`src/rtl/ttlx8_in_timestamper.sv`:
```
// 8-channel TTL input edge timestamper with a registered-output FWFT event FIFO.
// Define TTL_IN_GLITCH_FILTER_EN to add the per-channel FILTER_LEN glitch filter.
module ttlx8_in_timestamper #(
  parameter logic [15:0] DEST_VAL   = 16'h0,
  parameter int          FIFO_DEPTH = 16,
  parameter int          ADDR_LEN   = 4,
  parameter int          FILTER_LEN = 4
) (
  input  logic         clk,
  input  logic         reset,
  input  logic [7:0]   ttl_in,
  input  logic [63:0]  counter,
  input  logic         enable,
  input  logic [7:0]   rise_mask,
  input  logic [7:0]   fall_mask,
  input  logic         flush,
  input  logic         rti_core_read,
  output logic [127:0] rti_core_dout,
  output logic         rti_core_empty,
  output logic         rti_core_full,
  output logic         overflow_error,
  output logic [31:0]  overflow_count
);

  if (FIFO_DEPTH != (1 << ADDR_LEN) || FILTER_LEN < 1) begin : g_bad_cfg
    $error("ttlx8_in_timestamper: inconsistent parameters");
  end

  logic [7:0]   r_sync1;
  logic [7:0]   r_sync2;
  logic [7:0]   r_prev;
  logic         r_primed;
  logic [7:0]   w_lvl;
  logic [7:0]   w_rise;
  logic [7:0]   w_fall;
  logic         w_event;
  logic [127:0] w_word;

  always_ff @(posedge clk) begin
    if (reset) begin
      r_sync1  <= '0;
      r_sync2  <= '0;
      r_prev   <= '0;
      r_primed <= 1'b0;
    end else begin
      r_sync1  <= ttl_in;
      r_sync2  <= r_sync1;
      r_prev   <= w_lvl;
      r_primed <= enable;
    end
  end

`ifdef TTL_IN_GLITCH_FILTER_EN
  localparam int FCW = $clog2(FILTER_LEN + 1);

  logic [7:0]     r_filt;
  logic [FCW-1:0] r_fcnt [8];

  // Level only follows sync2 after FILTER_LEN consecutive differing cycles.
  always_ff @(posedge clk) begin
    if (reset) begin
      r_filt <= '0;
      for (int i = 0; i < 8; i++) begin
        r_fcnt[i] <= '0;
      end
    end else begin
      for (int i = 0; i < 8; i++) begin
        if (r_sync2[i] == r_filt[i]) begin
          r_fcnt[i] <= '0;
        end else if (r_fcnt[i] == FCW'(FILTER_LEN - 1)) begin
          r_filt[i] <= r_sync2[i];
          r_fcnt[i] <= '0;
        end else begin
          r_fcnt[i] <= r_fcnt[i] + 1'b1;
        end
      end
    end
  end

  assign w_lvl = r_filt;
`else
  assign w_lvl = r_sync2;
`endif

  assign w_rise  = w_lvl & ~r_prev & rise_mask;
  assign w_fall  = ~w_lvl & r_prev & fall_mask;
  assign w_event = r_primed & enable & (|(w_rise | w_fall));
  assign w_word  = {counter, DEST_VAL, 16'h0,
                    w_lvl, 8'h0, w_rise, w_fall};

  logic [127:0]        r_mem [FIFO_DEPTH];
  logic [ADDR_LEN-1:0] r_wr_ptr;
  logic [ADDR_LEN-1:0] r_rd_ptr;
  logic [ADDR_LEN:0]   r_count;
  logic [127:0]        r_dout;
  logic                r_ovf;
  logic [31:0]         r_ovf_cnt;

  logic                w_empty;
  logic                w_full;
  logic                w_rd;
  logic                w_wr;
  logic                w_drop;
  logic [ADDR_LEN-1:0] w_rd_ptr_nxt;
  logic [ADDR_LEN:0]   w_left;
  logic [127:0]        w_dout_nxt;

  assign w_empty = (r_count == '0);
  assign w_full  = (r_count == (ADDR_LEN+1)'(FIFO_DEPTH));

  // A flush cycle discards both the read and any new event.
  assign w_rd   = ~flush & rti_core_read & ~w_empty;
  assign w_wr   = ~flush & w_event & (~w_full | w_rd);
  assign w_drop = ~flush & w_event & w_full & ~w_rd;

  assign w_rd_ptr_nxt = r_rd_ptr + ADDR_LEN'(w_rd);
  assign w_left       = r_count - (ADDR_LEN+1)'(w_rd);

  always_comb begin
    w_dout_nxt = r_dout;
    if (w_left != '0) begin
      w_dout_nxt = r_mem[w_rd_ptr_nxt];
    end else if (w_wr) begin
      w_dout_nxt = w_word;
    end
  end

  always_ff @(posedge clk) begin
    if (w_wr) begin
      r_mem[r_wr_ptr] <= w_word;
    end
  end

  always_ff @(posedge clk) begin
    if (reset || flush) begin
      r_wr_ptr <= '0;
      r_rd_ptr <= '0;
      r_count  <= '0;
      r_dout   <= '0;
    end else begin
      if (w_wr) begin
        r_wr_ptr <= r_wr_ptr + 1'b1;
      end
      r_rd_ptr <= w_rd_ptr_nxt;
      r_count  <= r_count
                + (ADDR_LEN+1)'(w_wr)
                - (ADDR_LEN+1)'(w_rd);
      r_dout   <= w_dout_nxt;
    end
  end

  always_ff @(posedge clk) begin
    if (reset) begin
      r_ovf     <= 1'b0;
      r_ovf_cnt <= '0;
    end else begin
      r_ovf <= w_drop;
      if (w_drop && r_ovf_cnt != 32'hFFFF_FFFF) begin
        r_ovf_cnt <= r_ovf_cnt + 32'd1;
      end
    end
  end

  assign rti_core_dout  = r_dout;
  assign rti_core_empty = w_empty;
  assign rti_core_full  = w_full;
  assign overflow_error = r_ovf;
  assign overflow_count = r_ovf_cnt;

endmodule
```
`config.mk`:
```
export PLATFORM = sky130hd
export DESIGN_NAME = ttlx8_in_timestamper
export DESIGN_NICKNAME = d
export VERILOG_FILES = /design/src/rtl/ttlx8_in_timestamper.sv
export SDC_FILE = /design/constraint.sdc
export NUM_CORES = 2
export LEC_CHECK = 0
export CORE_UTILIZATION = 35
export DETAILED_ROUTE_END_ITERATION = 8
export SYNTH_ARGS = -nofsm -noshare
export SYNTH_HDL_FRONTEND = slang
export SYNTH_SLANG_ARGS = --single-unit
```
`constraint.sdc`:
```
create_clock -name clk -period 12.4 [get_ports clk]
set_input_delay 1.24 -clock clk [delete_from_list [all_inputs] [get_ports clk]]
set_output_delay 1.24 -clock clk [all_outputs]
set_load 0.1 [all_outputs]
```
==> results.md <==
- Synth area leaders: edfxtp_1 70%, mux4_2 13%, dfxtp_1 5.3%, mux2i_1 2.9%, mux2_2 1.7%
- Via count: 29400
- Max cap viols: 0
- Min-delay worst type: register to register
- Logic gate share of total power: 7.6%
- Setup violators final: 0
- TritonCTS clock tree: built
- First-pass GRT wire length: 213 mm
- # resized after CTS: 0
- Area delta synth->final: 16.9%
- Post-CTS Setup Inserts: 0
- Yosys cell types: 42
- Top cells by count, synth: 1408 x edfxtp_1, 352 x mux4_2, 177 x mux2i_1, 159 x dfxtp_1, 110 x o21ai_0
- Crit path DAT: roughly 6.7 ns
- Pwr/cell area: between 150 and 200 nW/um2
- Count leader, synth: edfxtp_1
- Initial Utilization: a little over a third
- LEAKAGE: 22.1 nW
- Worst-Margin Slew: between 1 and 1.5 ns
- # port buffers: roughly 220
- Synthesized flop and latch total: 1567
- Detailed-route DRC error count: 0
- Longest Clk Path Bufs: 3
- Clock network fraction of total power: between 40% and 50%
- Register Area: 45500 um2
- Post-synth EDFFs: roughly 1400
- Clock Sinks: between 1500 and 2000
- Internal power: a little under 9 mW
- Most used DFF post-synth: edfxtp_1
- RR Startpoint: r_sync2[3]
- Reg clk slew, reported paths: about 0.06 ns
- Cell area after layout: between 70000 and 80000 um2
- Hold-fix buffers at CTS: 0
- HPWL after DPL: 74.3 mm
- Peak Freq: roughly 160 MHz
- Site row count: between 150 and 200
- Seq/Total Area, Yosys: around 75%
- Relative max-transition margin: about 22%
- Clock latency on the worst-skew pair: between 0.8 and 0.9 ns
- Switching share of power: between 20% and 30%
- Avg Cell Area, Syn: just over 20 um2
- Die height: about 420 um
- Layout Nets: ~3300
- Vias in the first global route: 30700
- Cts bufs inserted: around 160
- Synth Warn #: 0
- Placed inst area: 65200 um2
- Vias per inst: around 5.2
- Switching power: approximately 2.7 mW
- Remaining global-route overflow: 0
- Chip width: ~420 um
- Smallest setup slack after layout: between 6 and 7 ns
- Placer Congestion: about 0.73
- DIE AREA: ~170000 um2
- DR iter-0 viols: 2618
- Routed WL: roughly 150 mm
- Drt first pass iters: 6
- Fill cell count: 15100
- Status: finished, final reports clean
- Unrepaired setup endpoints after global routing: false
- Cells after Synth: between 2000 and 3000
- Maximum fanout along the worst path: between 40 and 50
- Ys async rst share: 0%
- Pre-CTS setup slack: approximately 5.2 ns
- Root Buffer: clkbuf_16
- Core Region: 172000 um2
- Share of the synthesized area in the top cell type: 70.0%
- Hold Vio Cnt, Final: 0
- Gr usage total: between 10% and 20%
- Slew Viols, Final: 0
- CP Launch Type: input port
- WS Path Type: input port to register
- Number of routed nets with antenna violations: 0
- Fin crit share: between 50% and 60%
- Sequential share of power: roughly half
- Worst setup EP type: register
- Yosys top cell by area: edfxtp_1
- Setup TNS: 0 ns
- Worst Path Required: approximately 13 ns
- Routed len/inst: 25.7 um
- CP Launch Point: fall_mask[2]
- Multi-input gate area: between 10000 and 15000 um2
- Hold Startpoint: r_sync1[7]
- Max H-tree Level: 4
- # IOs: 256
- Share of cells above drive strength 1: between 20% and 30%
- Largest net degree at the start of global routing: 140
- Initial antenna violation count: 13
- Tmin final: approximately 6.3 ns
- Final Skew: between 0.03 and 0.04 ns
- Worst vdd ir: 0.141 mV
- Synthesized area: 60400 um2
routing by layer:
layer | vias to the layer above | routed length [um] | global-route usage [%]
li1 | 12700 | - | -
met1 | 15700 | 60900 | 21.8
met2 | 840 | 74600 | 28.7
met3 | 191 | 6990 | 2.78
met4 | 10 | 3320 | 4.93
met5 | - | 45 | 0
cell usage in the layout, fill, tap and decap left out, types with 18 or more instances in the layout:
| master | n |
|---|---|
| clkdlybuf4s50_1 | 207 |
| o21ai_0 | 110 |
| clkbuf_8 | 18 |
| mux2i_1 | 177 |
| nor2_1 | 27 |
| conb_1 | 40 |
| buf_4 | 49 |
| nand2_1 | 101 |
| or3_1 | 22 |
| clkinv_1 | 27 |
| mux2_2 | 93 |
| clkbuf_1 | 41 |
| clkinv_2 | 22 |
| mux4_2 | 352 |
| nor2b_1 | 33 |
| dfxtp_1 | 159 |
| a21oi_1 | 29 |
| clkbuf_16 | 164 |
| edfxtp_1 | 1408 |
| o22ai_1 | 88 |
power groups by stage:
stage / combinational [mW] / sequential (mW) / clock, mW
2_1_floorplan: 0.399 / 6.16 / 0
3_3_place_gp: 0.893 / 5.94 / 0
3_5_place_dp: 0.898 / 5.94 / 0
4_1_cts: 0.900 / 5.83 / 4.96
5_1_grt: 0.934 / 5.83 / 5.17
6_report: 0.885 / 5.82 / 4.86
worst max-delay path, stage by stage:
cell and delay [ns]:
clkdlybuf4s50_1 0.62, and3b_1 0.68, or4_1 0.24, or4_4 0.18
and2_4 0.73, buf_4 0.84, and3_4 0.76, buf_4 0.63
buf_4 0.65
sequential cells by signal, indices dropped and copies added, names as in the netlist:
register,flops
r_sync2,8
r_sync1,8
r_primed,1
r_rd_ptr,4
r_wr_ptr,4
r_mem,1408
overflow_error,1
overflow_count,32
r_count,5
r_prev,8
rti_core_dout,88
worst paths after layout:
| kind | cells past startpoint | slack [ns] | endpoint |
|---|---|---|---|
| worst max-delay path | 9 | 6.09 | r_mem[13][25] |
| worst min-delay path | 1 | 0.44 | r_sync2[7] |
| worst max register to register | 8 | 6.30 | r_mem[13][25] |
| worst min register to register | 1 | 0.44 | r_sync2[7] |
area by class of cell:
| cell class | instances | area share, % |
|---|---|---|
| Multi-Input combinational cell | 1212 | 20.1 |
| Timing Repair Buffer | 264 | 3.64 |
| Sequential cell | 1567 | 64.4 |
| Tap cell | 2310 | 4.10 |
| Clock inverter | 83 | 1.26 |
| Inverter | 14 | 0.0745 |
| Clock buffer | 223 | 6.38 |
| Antenna cell | 3 | 0.0106 |
kinds of logic (layout without fill, tap and decap cells):
family	after synthesis	count (layout)	share of synthesized area, %
DFF	1567	1567	75.3
muxes	622	622	17.8
and+or+nand+nor	284	284	2.48
AOI/OAI and AO/OA	238	238	2.21
buffers and inverters	215	584	1.66
adders and majority gates	17	17	0.365
xor gates and xnor gates	11	11	0.160
other	1	43	0.00621
stage by stage:
| stage | util, % | power, mW | hold slack [ns] | instances |
|---|---|---|---|---|
| after global routing | 41.1 | 11.9 | 0.474 | 5674 |
| after floorplan | - | 6.56 | 0.414 | 2994 |
| after CTS | 41.1 | 11.7 | 0.447 | 5673 |
| final | 41.1 | 11.6 | 0.441 | 5676 |
| after global placement | 38.0 | 6.83 | 0.428 | 5366 |
| after detailed placement | 38.0 | 6.84 | 0.428 | 5367 |
Note: power is estimated with default switching activity, not from simulation.
